**config.mk**
```make
export PLATFORM = sky130hd
export DESIGN_NAME = inst_fetch_buf_flat
export DESIGN_NICKNAME = d
export VERILOG_FILES = /design/src/rtl/inst_fetch_buf_if.sv /design/src/rtl/inst_fetch_buf.sv /design/src/flat_wrapper.sv
export SDC_FILE = /design/constraint.sdc
export NUM_CORES = 1
export LEC_CHECK = 0
export ABC_AREA = 1
export CAP_MARGIN = 20
export CORE_MARGIN = 1
export CORE_UTILIZATION = 45
export DETAILED_ROUTE_END_ITERATION = 7
export DONT_BUFFER_PORTS = 1
export PLACE_DENSITY = 0.62
export RECOVER_POWER = 25
export SKIP_CTS_REPAIR_TIMING = 1
export SYNTH_ARGS = -nofsm -noshare
export SYNTH_HDL_FRONTEND = slang
export SYNTH_SLANG_ARGS = --single-unit
```
**constraint.sdc**
```tcl
create_clock -name clk -period 4.6 [get_ports clk]
set_clock_uncertainty 0.15 [all_clocks]
set_input_delay 0.46 -clock clk [delete_from_list [all_inputs] [get_ports clk]]
set_output_delay 0.46 -clock clk [all_outputs]
set_load 0.1 [all_outputs]
```
**src/rtl/inst_fetch_buf_if.sv**
```systemverilog
// Fetch buffer bus bundle: icache request/response, redirect inputs and decode slots.
// The master modport is the fetch buffer; the slave modport is its environment.
interface inst_fetch_buf_if #(
    parameter int unsigned N_FETCH = 2,
    parameter int unsigned N_ISSUE = 2
);
    localparam int unsigned ISSUE_W = $clog2(N_ISSUE + 1);

    logic                     ibus_ready;
    logic                     ibus_read;
    logic [31:0]              ibus_vaddr;
    logic                     ibus_valid;
    logic [32*N_FETCH-1:0]    ibus_rddata;

    logic                     branch_valid;
    logic [31:0]              branch_target;
    logic                     except_valid;
    logic [31:0]              except_vec;

    logic [N_ISSUE-1:0]       if_valid;
    logic [32*N_ISSUE-1:0]    if_vaddr;
    logic [32*N_ISSUE-1:0]    if_inst;
    logic [ISSUE_W-1:0]       issue_cnt;

    modport master (
        input  ibus_ready, ibus_valid, ibus_rddata,
        input  branch_valid, branch_target, except_valid, except_vec,
        input  issue_cnt,
        output ibus_read, ibus_vaddr,
        output if_valid, if_vaddr, if_inst
    );

    modport slave (
        output ibus_ready, ibus_valid, ibus_rddata,
        output branch_valid, branch_target, except_valid, except_vec,
        output issue_cnt,
        input  ibus_read, ibus_vaddr,
        input  if_valid, if_vaddr, if_inst
    );
endinterface

```
**src/rtl/inst_fetch_buf.sv**
```systemverilog
// Instruction fetch buffer: issues block-aligned icache requests (one outstanding at a time),
// queues returned words in a circular FIFO and presents up to N_ISSUE slots to decode.
// Optional INST_FETCH_BUF_BYPASS_EN: a live response arriving while the queue is empty is
// shown on the decode slots in the same cycle.
module inst_fetch_buf #(
    parameter logic [31:0] BOOT_VEC    = 32'hbfc00000,
    parameter int unsigned N_FETCH     = 2,
    parameter int unsigned N_ISSUE     = 2,
    parameter int unsigned QUEUE_DEPTH = 8
) (
    input logic              clk,
    input logic              rst,
    inst_fetch_buf_if.master bus
);
    localparam int unsigned PTR_W     = $clog2(QUEUE_DEPTH);
    localparam int unsigned CNT_W     = PTR_W + 1;
    localparam int unsigned BLK_BYTES = N_FETCH * 4;
    localparam logic [31:0] BLK_MASK  = ~(32'(BLK_BYTES) - 32'd1);

    logic [31:0]      q_vaddr [QUEUE_DEPTH];
    logic [31:0]      q_inst  [QUEUE_DEPTH];

    logic [PTR_W-1:0] head_q, head_d;
    logic [PTR_W-1:0] tail_q, tail_d;
    logic [CNT_W-1:0] count_q, count_d;
    logic [31:0]      fetch_pc_q, fetch_pc_d;
    // live_q: a request whose response will be used; stale_q: one whose response is dropped
    logic             live_q, live_d;
    logic             stale_q, stale_d;

    logic             redirect;
    logic [31:0]      redirect_pc;
    logic             resp_any;
    logic             resp_live;
    logic [31:0]      blk_base;
    logic [31:0]      next_blk;
    logic [CNT_W-1:0] resp_off;
    logic [CNT_W-1:0] wcnt;
    logic [CNT_W-1:0] pop;
    logic [CNT_W-1:0] free_after;
    logic             can_req;
    logic             fire;
    logic             wr_en  [N_FETCH];
    logic [PTR_W-1:0] wr_idx [N_FETCH];

    // Response bookkeeping, request generation and queue write decode
    always_comb begin
        redirect    = bus.except_valid | bus.branch_valid;
        redirect_pc = bus.except_valid ? bus.except_vec : bus.branch_target;
        resp_any    = bus.ibus_valid & (live_q | stale_q);
        resp_live   = bus.ibus_valid & live_q;
        blk_base    = fetch_pc_q & BLK_MASK;
        next_blk    = blk_base + 32'(BLK_BYTES);
        // Words below the fetch PC within the block are skipped
        resp_off    = CNT_W'((fetch_pc_q - blk_base) >> 2);
        wcnt        = resp_live ? (CNT_W'(N_FETCH) - resp_off) : '0;
        pop         = CNT_W'(bus.issue_cnt);
        // Space left once this cycle's pops and writes land; never negative by construction
        free_after  = CNT_W'(QUEUE_DEPTH) - count_q + pop - wcnt;
        can_req     = ~(live_q | stale_q) | resp_any;
        bus.ibus_read  = ~rst & can_req & (free_after >= CNT_W'(N_FETCH));
        bus.ibus_vaddr = rst ? '0 : ((resp_live ? next_blk : fetch_pc_q) & BLK_MASK);
        fire        = bus.ibus_read & bus.ibus_ready;
        for (int k = 0; k < N_FETCH; k++) begin
            wr_en[k]  = resp_live && (CNT_W'(k) >= resp_off);
            wr_idx[k] = tail_q + PTR_W'(CNT_W'(k) - resp_off);
        end
    end

    // Next-state for pointers, occupancy, fetch PC and outstanding-request tracking
    always_comb begin
        head_d     = head_q + PTR_W'(pop);
        tail_d     = tail_q + PTR_W'(wcnt);
        count_d    = count_q - pop + wcnt;
        fetch_pc_d = resp_live ? next_blk : fetch_pc_q;
        live_d     = live_q;
        stale_d    = stale_q;
        if (resp_any) begin
            live_d  = 1'b0;
            stale_d = 1'b0;
        end
        if (redirect) begin
            stale_d    = stale_d | live_d;
            live_d     = 1'b0;
            head_d     = '0;
            tail_d     = '0;
            count_d    = '0;
            fetch_pc_d = redirect_pc;
        end
        // A request accepted in the redirect cycle belongs to the old stream
        if (fire) begin
            live_d  = ~redirect;
            stale_d = redirect;
        end
    end

    // Control state register with synchronous reset
    always_ff @(posedge clk) begin
        if (rst) begin
            head_q     <= '0;
            tail_q     <= '0;
            count_q    <= '0;
            fetch_pc_q <= BOOT_VEC;
            live_q     <= 1'b0;
            // Anything still in flight across reset must be discarded when it returns
            stale_q    <= (live_q | stale_q) & ~resp_any;
        end else begin
            head_q     <= head_d;
            tail_q     <= tail_d;
            count_q    <= count_d;
            fetch_pc_q <= fetch_pc_d;
            live_q     <= live_d;
            stale_q    <= stale_d;
        end
    end

    // Queue storage; contents past count are don't-care so no reset is needed
    always_ff @(posedge clk) begin
        for (int k = 0; k < N_FETCH; k++) begin
            if (wr_en[k]) begin
                q_vaddr[wr_idx[k]] <= blk_base + 32'(4 * k);
                q_inst[wr_idx[k]]  <= bus.ibus_rddata[32*k +: 32];
            end
        end
    end

    // Decode slot view: slot i shows entry head+i, or the bypassed response when empty
    always_comb begin
        bus.if_valid = '0;
        bus.if_vaddr = '0;
        bus.if_inst  = '0;
        for (int i = 0; i < N_ISSUE; i++) begin
            if (!rst && (CNT_W'(i) < count_q)) begin
                bus.if_valid[i]          = 1'b1;
                bus.if_vaddr[32*i +: 32] = q_vaddr[head_q + PTR_W'(i)];
                bus.if_inst[32*i +: 32]  = q_inst[head_q + PTR_W'(i)];
            end
`ifdef INST_FETCH_BUF_BYPASS_EN
            else if (!rst && (count_q == '0) && resp_live && (CNT_W'(i) < wcnt)) begin
                bus.if_valid[i] = 1'b1;
                for (int k = 0; k < N_FETCH; k++) begin
                    if (CNT_W'(k) == resp_off + CNT_W'(i)) begin
                        bus.if_vaddr[32*i +: 32] = blk_base + 32'(4 * k);
                        bus.if_inst[32*i +: 32]  = bus.ibus_rddata[32*k +: 32];
                    end
                end
            end
`endif
        end
    end
endmodule
```
**src/flat_wrapper.sv**
```systemverilog
// flat-port wrapper written by rule: the top's interface ports become plain ports
module inst_fetch_buf_flat 
#(
    parameter logic [31:0] BOOT_VEC    = 32'hbfc00000,
    parameter int unsigned N_FETCH     = 2,
    parameter int unsigned N_ISSUE     = 2,
    parameter int unsigned QUEUE_DEPTH = 8
)
  (clk, rst, bus_ibus_ready, bus_ibus_valid, bus_ibus_rddata, bus_branch_valid, bus_branch_target, bus_except_valid, bus_except_vec, bus_issue_cnt, bus_ibus_read, bus_ibus_vaddr, bus_if_valid, bus_if_vaddr, bus_if_inst);
  inst_fetch_buf_if #(.N_FETCH(N_FETCH), .N_ISSUE(N_ISSUE)) bus_i ();
  input logic clk;
  input logic rst;
  input wire logic [$bits(bus_i.ibus_ready)-1:0] bus_ibus_ready;
  input wire logic [$bits(bus_i.ibus_valid)-1:0] bus_ibus_valid;
  input wire logic [$bits(bus_i.ibus_rddata)-1:0] bus_ibus_rddata;
  input wire logic [$bits(bus_i.branch_valid)-1:0] bus_branch_valid;
  input wire logic [$bits(bus_i.branch_target)-1:0] bus_branch_target;
  input wire logic [$bits(bus_i.except_valid)-1:0] bus_except_valid;
  input wire logic [$bits(bus_i.except_vec)-1:0] bus_except_vec;
  input wire logic [$bits(bus_i.issue_cnt)-1:0] bus_issue_cnt;
  output wire logic [$bits(bus_i.ibus_read)-1:0] bus_ibus_read;
  output wire logic [$bits(bus_i.ibus_vaddr)-1:0] bus_ibus_vaddr;
  output wire logic [$bits(bus_i.if_valid)-1:0] bus_if_valid;
  output wire logic [$bits(bus_i.if_vaddr)-1:0] bus_if_vaddr;
  output wire logic [$bits(bus_i.if_inst)-1:0] bus_if_inst;
  assign bus_i.ibus_ready = bus_ibus_ready;
  assign bus_i.ibus_valid = bus_ibus_valid;
  assign bus_i.ibus_rddata = bus_ibus_rddata;
  assign bus_i.branch_valid = bus_branch_valid;
  assign bus_i.branch_target = bus_branch_target;
  assign bus_i.except_valid = bus_except_valid;
  assign bus_i.except_vec = bus_except_vec;
  assign bus_i.issue_cnt = bus_issue_cnt;
  assign bus_ibus_read = bus_i.ibus_read;
  assign bus_ibus_vaddr = bus_i.ibus_vaddr;
  assign bus_if_valid = bus_i.if_valid;
  assign bus_if_vaddr = bus_i.if_vaddr;
  assign bus_if_inst = bus_i.if_inst;
  inst_fetch_buf #(.BOOT_VEC(BOOT_VEC), .N_FETCH(N_FETCH), .N_ISSUE(N_ISSUE), .QUEUE_DEPTH(QUEUE_DEPTH)) u_core (.clk(clk), .rst(rst), .bus(bus_i));
endmodule
```
== Word level (Yosys, flattened, before mapping) ==
Memories as Yosys holds them, arrays and structs flattened. A register that Yosys moved wholly into a read port is not among the register bits.
Cells that the tools add are included.

* Register bits: 44
* Bits of input ports: 136
* Output and inout bits: 163
* Word-level logic and storage cells: 75
* RAM bits: 512
* Memories kept: 2

{| class="wikitable"
|+ Memories
! memory !! depth !! bits a word !! rd ports !! clocked after memory_dff !! write ports !! RTL line !! RTL
|-
| u_core.q_inst || 8 || 32 || 2 || 1 || 2 || inst_fetch_buf.sv:21 || <nowiki>logic [31:0] q_inst [QUEUE_DEPTH];</nowiki>
|-
| u_core.q_vaddr || 8 || 32 || 2 || 1 || 2 || inst_fetch_buf.sv:20 || <nowiki>logic [31:0] q_vaddr [QUEUE_DEPTH];</nowiki>
|}

* Magnitude comparators: 5
* Bitwise gates (word level): 14
* Reductions and logical operators: 7
* Muxes and demuxes: 24
* $add $sub $neg: 16

{| class="wikitable"
|+ Operators by type and width
! operator !! number
|-
| 32-bit 2-to-1 mux || 8
|-
| 32-bit by 3-bit adder with 32-bit output (second input constant) || 1
|-
| 32-bit by 4-bit adder with 32-bit output (second input constant) || 1
|-
| 1-bit 2-to-1 mux || 13
|-
| 3-bit adder || 3
|-
| 1-bit by 4-bit greater-or-equal comparator with 1-bit output (first input constant) || 2
|-
| 1-bit by 4-bit < comparator with 1-bit output (first input constant) || 2
|-
| 1-bit AND || 6
|-
| 3-bit 2-to-1 mux || 2
|-
| 1-bit by 3-bit subtractor with 3-bit output (first input constant) || 2
|-
| 6-bit subtractor || 1
|-
| 4-bit by 2-bit adder with 4-bit output || 1
|-
| 4-bit adder || 1
|-
| 4-bit by 2-bit greater-or-equal comparator with 1-bit output (second input constant) || 1
|-
| 1-bit logical AND || 4
|-
| 4-bit 2-to-1 mux || 1
|-
| 1-bit NOT || 4
|-
| 1-bit bitwise OR || 4
|-
| 2-bit by 4-bit subtractor with 4-bit output (first input constant) || 1
|-
| 4-bit by 2-bit subtractor with 4-bit output || 1
|-
| 4-bit subtractor || 1
|-
| 4-bit subtractor (first input constant) || 1
|-
| 3-bit by 1-bit adder with 3-bit output (second input constant) || 1
|-
| 3-bit by 2-bit adder with 3-bit output || 1
|-
| 3 further kinds || 3
|}

== Depth between registers and ports, before layout ==
* Depth after elaboration: 9
* Depth in mapped cells: 13
* Mapped depth without buffers: 13

== Worst setup path before layout ==
Ideal clock, no wire load.

* Kind: flip-flop to output port
* Start point: reg u_core.count_q[2]
* End point: out bus_if_inst[54]
* Buffers on the path: 1
* Arrival: 3.619 ns
* Cell stages (with the launch flop): 7
* Data required time: 3.990 ns
* Path slack: 0.371 ns
* Path through: dfxtp_1 inv_1 ha_1 a21oi_1 clkbuf_1 o21ai_1 a21oi_1

* Longest elaborated chain between the ends: 3

{| class="wikitable"
|+ Ends and longest elaborated chain
! what !! RTL line !! RTL
|-
| from (decl) || inst_fetch_buf.sv:25 || <nowiki>logic [CNT_W-1:0] count_q, count_d;</nowiki>
|-
| from (signal assigned) || inst_fetch_buf.sv:110 || <nowiki>count_q <= count_d;</nowiki>
|-
| 1-bit by 4-bit < comparator with 1-bit output || inst_fetch_buf.sv:133 || <nowiki>if (!rst && (CNT_W'(i) < count_q)) begin</nowiki>
|-
| 1-bit logical AND || inst_fetch_buf.sv:133 ||
|-
| 32-bit 2-to-1 mux || inst_fetch_buf.sv:133 ||
|-
| to (decl) || flat_wrapper.sv:25 || <nowiki>output wire logic [$bits(bus_i.if_inst)-1:0] bus_if_inst;</nowiki>
|}

Every way passes these cells.

==> impl_metrics.toml <==
[status]
status = "finished, violations left"
violations = "hold timing, capacitance limit, slew limit"

[critical_path]
reg2reg_depth = 10
timing.critical_path.mode_cell = "nor2_1"
crit_slowest_cell = "clkbuf_1"
cp_cell_sequence = "inv_1 -> ha_1 -> ha_1 -> xnor2_1 -> nor2_1 -> inv_1 -> nor2_1 -> nor2_1 -> clkbuf_1 -> nor2_1"
worstPathRequired_ns = 4.76
reg2reg_setup_slack_ns = 0.43
crit_buf_inv = 3
rr_endpoint = "u_core.q_vaddr[6][27]"
critPathCaptureType = "flip-flop"
timing.rr.start = "u_core.fetch_pc_q[2]"
criticalPathCategory = "flip-flop to flip-flop"
arrival_ns = 4.33
crit_path_max_incr_delay_ns = 1.79
worstSetupStartpointType = "flip-flop"
cp_top_family = "buffers and inverters"
cp_max_fo = 29

[clock_network]
clock_sinks = 538
cts_buffers = 58
clock_latency_ns = 0.66
cts_tree = "built"
clock_path_buffers = 3
cts-root-buf = "clkbuf_16"
h-tree-depth = 2
clk_pin_slew_ns = 0.06

[cells_and_area]
final_area_sq_um = 35700
syn_to_final_growth_pct = 14.0
fillers = 6356
drive_above_1_share = 0.121
fin_cells = 4786
fin_util = 0.520
fin_nets = 3965

[placed_design]
pre_cts_ws_ns = 1.19
hpwlAfterDp_mm = 58.5
placed_cell_area_sq_um = 33200
dpl.cell_count = 4587
port_buffers = 0
gp_congestion = 0.837

[global_routing]
gr-total-overflow = 0
grt_pass1_vias = 25400
use_met3 = 0.0432
grt_pass1_wl_mm = 150
track_usage = 0.275
antenna_found_initial = 3
use_met2 = 0.443
grt_most_used_layer = "met2"
grt_max_degree = 255
use_met1 = 0.382

[detailed_routing]
vias = 27700
initialDrtViolationCount = 2963
ant_nets = 0
drt-total-wl_mm = 101
drt-vias-per-instance = 5.79
drc = 0
drt-wirelength-per-cell_um = 21.2
firstDrtPassIters = 5

[timing]
worst_pin_slew_ns = 2.49
hold_ws_ns = -0.00967
finalHoldViolCount = 4
fin_crit_ns = 4.17
final.setup.tns_ns = 0
slew_headroom = -0.657
finalSetupViolCount = 0
fmax_mhz = 240
drv_slew = 149
rsz0062_at_grt = "false"
period_share = 0.907
setup_slack_ns = 0.428

[synth]
synth.ff_latch_count = 538
synth_edf_count = 488
ys.flop_type = "edfxtp_1"
synth-seq-area-share = 0.500
synth.avg_cell_area_sq_um = 8.27
synth_area_sq_um = 31300
yosys_warnings = 0
ys_types = 45
synth_cells = 3790
async_reset_ff_frac = 0

[power]
vdd_drop_max_uv = 312
power.density_nw_per_um2 = 329
p_leak_nw = 13.5

[min_path]
min_to = "u_core.fetch_pc_q[9]"
hold_depth = 4
hold_start = "bus_branch_target[9]"
hold_class = "input pin to flip-flop"

[floorplanning]
initial_utilization = 0.456
ios = 299
num_rows = 96
core_area_sq_um = 68700
dieArea_sq_um = 70700
die_y_um = 266
die_x_um = 266

[flow_run]
cap_violations = 5
state kept, by name, summed over array words and instances (netlist names):
name,flops
u_core.live_q,1
u_core.stale_q,1
u_core.fetch_pc_q,30
u_core.tail_q,3
u_core.q_inst,256
u_core.count_q,4
u_core.q_vaddr,240
u_core.head_q,3
worst register-to-register path, cell delays in order, from the launching register on:
cell and delay, ns:
dfxtp_1 0.55, inv_1 0.13, ha_1 0.23, ha_1 0.19, xnor2_1 0.24, nor2_1 0.07, inv_1 0.09, nor2_1 0.07
nor2_1 0.18, clkbuf_1 1.79, nor2_1 0.14
final cells by class:
| type | count | area, sq um | area share |
|---|---|---|---|
| flip-flops and latches | 538 | 15700 | 0.439 |
| diodes | 1 | 2.50 | 0.0000700 |
| clock inverters | 42 | 353 | 0.00988 |
| repair buffers | 289 | 2630 | 0.0737 |
| multi-input cells | 2639 | 13300 | 0.374 |
| well taps | 931 | 1160 | 0.0326 |
| clock buffers | 65 | 1480 | 0.0414 |
| inverters | 281 | 1080 | 0.0303 |
cells in the mapped netlist, types with 5 or more instances:
| library cell | count | area share |
|---|---|---|
| o21ai_0 | 679 | 0.11 |
| nor2_1 | 641 | 0.077 |
| edfxtp_1 | 488 | 0.47 |
| nand2_1 | 414 | 0.050 |
| a21oi_1 | 366 | 0.058 |
| inv_1 | 243 | 0.029 |
| o21ai_1 | 212 | 0.034 |
| clkbuf_1 | 126 | 0.015 |
| buf_2 | 119 | 0.019 |
| o21a_1 | 75 | 0.018 |
| buf_6 | 51 | 0.018 |
| dfxtp_1 | 50 | 0.032 |
| a31oi_1 | 48 | 0.0096 |
| o211ai_1 | 44 | 0.011 |
| nand3_1 | 35 | 0.0056 |
| buf_1 | 24 | 0.0029 |
| clkinv_1 | 22 | 0.0026 |
| ha_1 | 16 | 0.0064 |
| buf_4 | 15 | 0.0036 |
| inv_2 | 15 | 0.0018 |
| xor2_1 | 15 | 0.0042 |
| nor2_2 | 14 | 0.0028 |
| o21ai_2 | 12 | 0.0034 |
| o22ai_1 | 11 | 0.0022 |
| fa_1 | 6 | 0.0038 |
| nor2_4 | 5 | 0.0018 |
| nor3_1 | 5 | 0.00080 |
| o221ai_1 | 5 | 0.0014 |
logic make-up after synthesis:
kind of cell	share of synthesized area
AOI/OAI and AO/OA	0.250
xor gates and xnor gates	0.00523
adders and majority gates	0.0102
buffers and inverters	0.0940
DFF	0.500
other	0.000120
and+or+nand+nor	0.141
layout by cell type (no fill, tap or decap), types with 5 or more instances in the layout:
cell type      count
a21oi_1          299
a21oi_2           68
a31oi_2           46
buf_12            15
buf_4            170
clkbuf_1          10
clkbuf_16         58
clkinv_1          38
clkinv_2          24
conb_1             7
dfxtp_1           47
dlygate4sd3_1     91
edfxtp_1         488
fa_1               6
ha_1              15
inv_1            239
inv_2              8
nand2_1          415
nand3_1           38
nor2_1           632
nor2_2            26
nor3_1             5
o211ai_1          44
o21a_1            75
o21ai_0          698
o21ai_1          193
o21ai_2           12
o221ai_1           5
o22ai_1           11
xor2_1            15
per-layer routing:
layer	wire length, um	vias up
met1	43300	13100
met5	27	-
met4	2510	4
li1	-	13100
met3	8570	182
met2	46800	1345
metrics by stage:
stage,hold slack (ns),power [mW]
CTS,-0.316,11.7
global placement,0.290,7.11
global route,-0.000430,12.1
floorplan,0.271,6.76
detailed placement,0.289,7.14
finish,-0.00967,11.7
report_power, final:
part | leakage, nW | internal (mW) | switching [mW]
clock | 0.909 | 2.54 | 2.05
sequential | 4.87 | 5.33 | 0.0345
combinational | 7.75 | 0.429 | 1.36
how the worst max path moves through the flow:
stage / from / endpoint / slack, ns / cells past startpoint
2_1_floorplan: u_core.count_q[2] / bus_if_inst[54] / 0.37 / 6
3_3_place_gp: u_core.head_q[1] / bus_if_vaddr[39] / 1.19 / 7
4_1_cts: u_core.head_q[1] / bus_if_vaddr[35] / 0.47 / 7
5_1_grt: u_core.fetch_pc_q[5] / bus_ibus_vaddr[29] / 0.20 / 8
6_report: u_core.fetch_pc_q[2] / u_core.q_vaddr[6][27] / 0.43 / 10
3_5_place_dp: u_core.head_q[1] / bus_if_vaddr[35] / 1.19 / 7
Power figures use the tool's default switching activity.
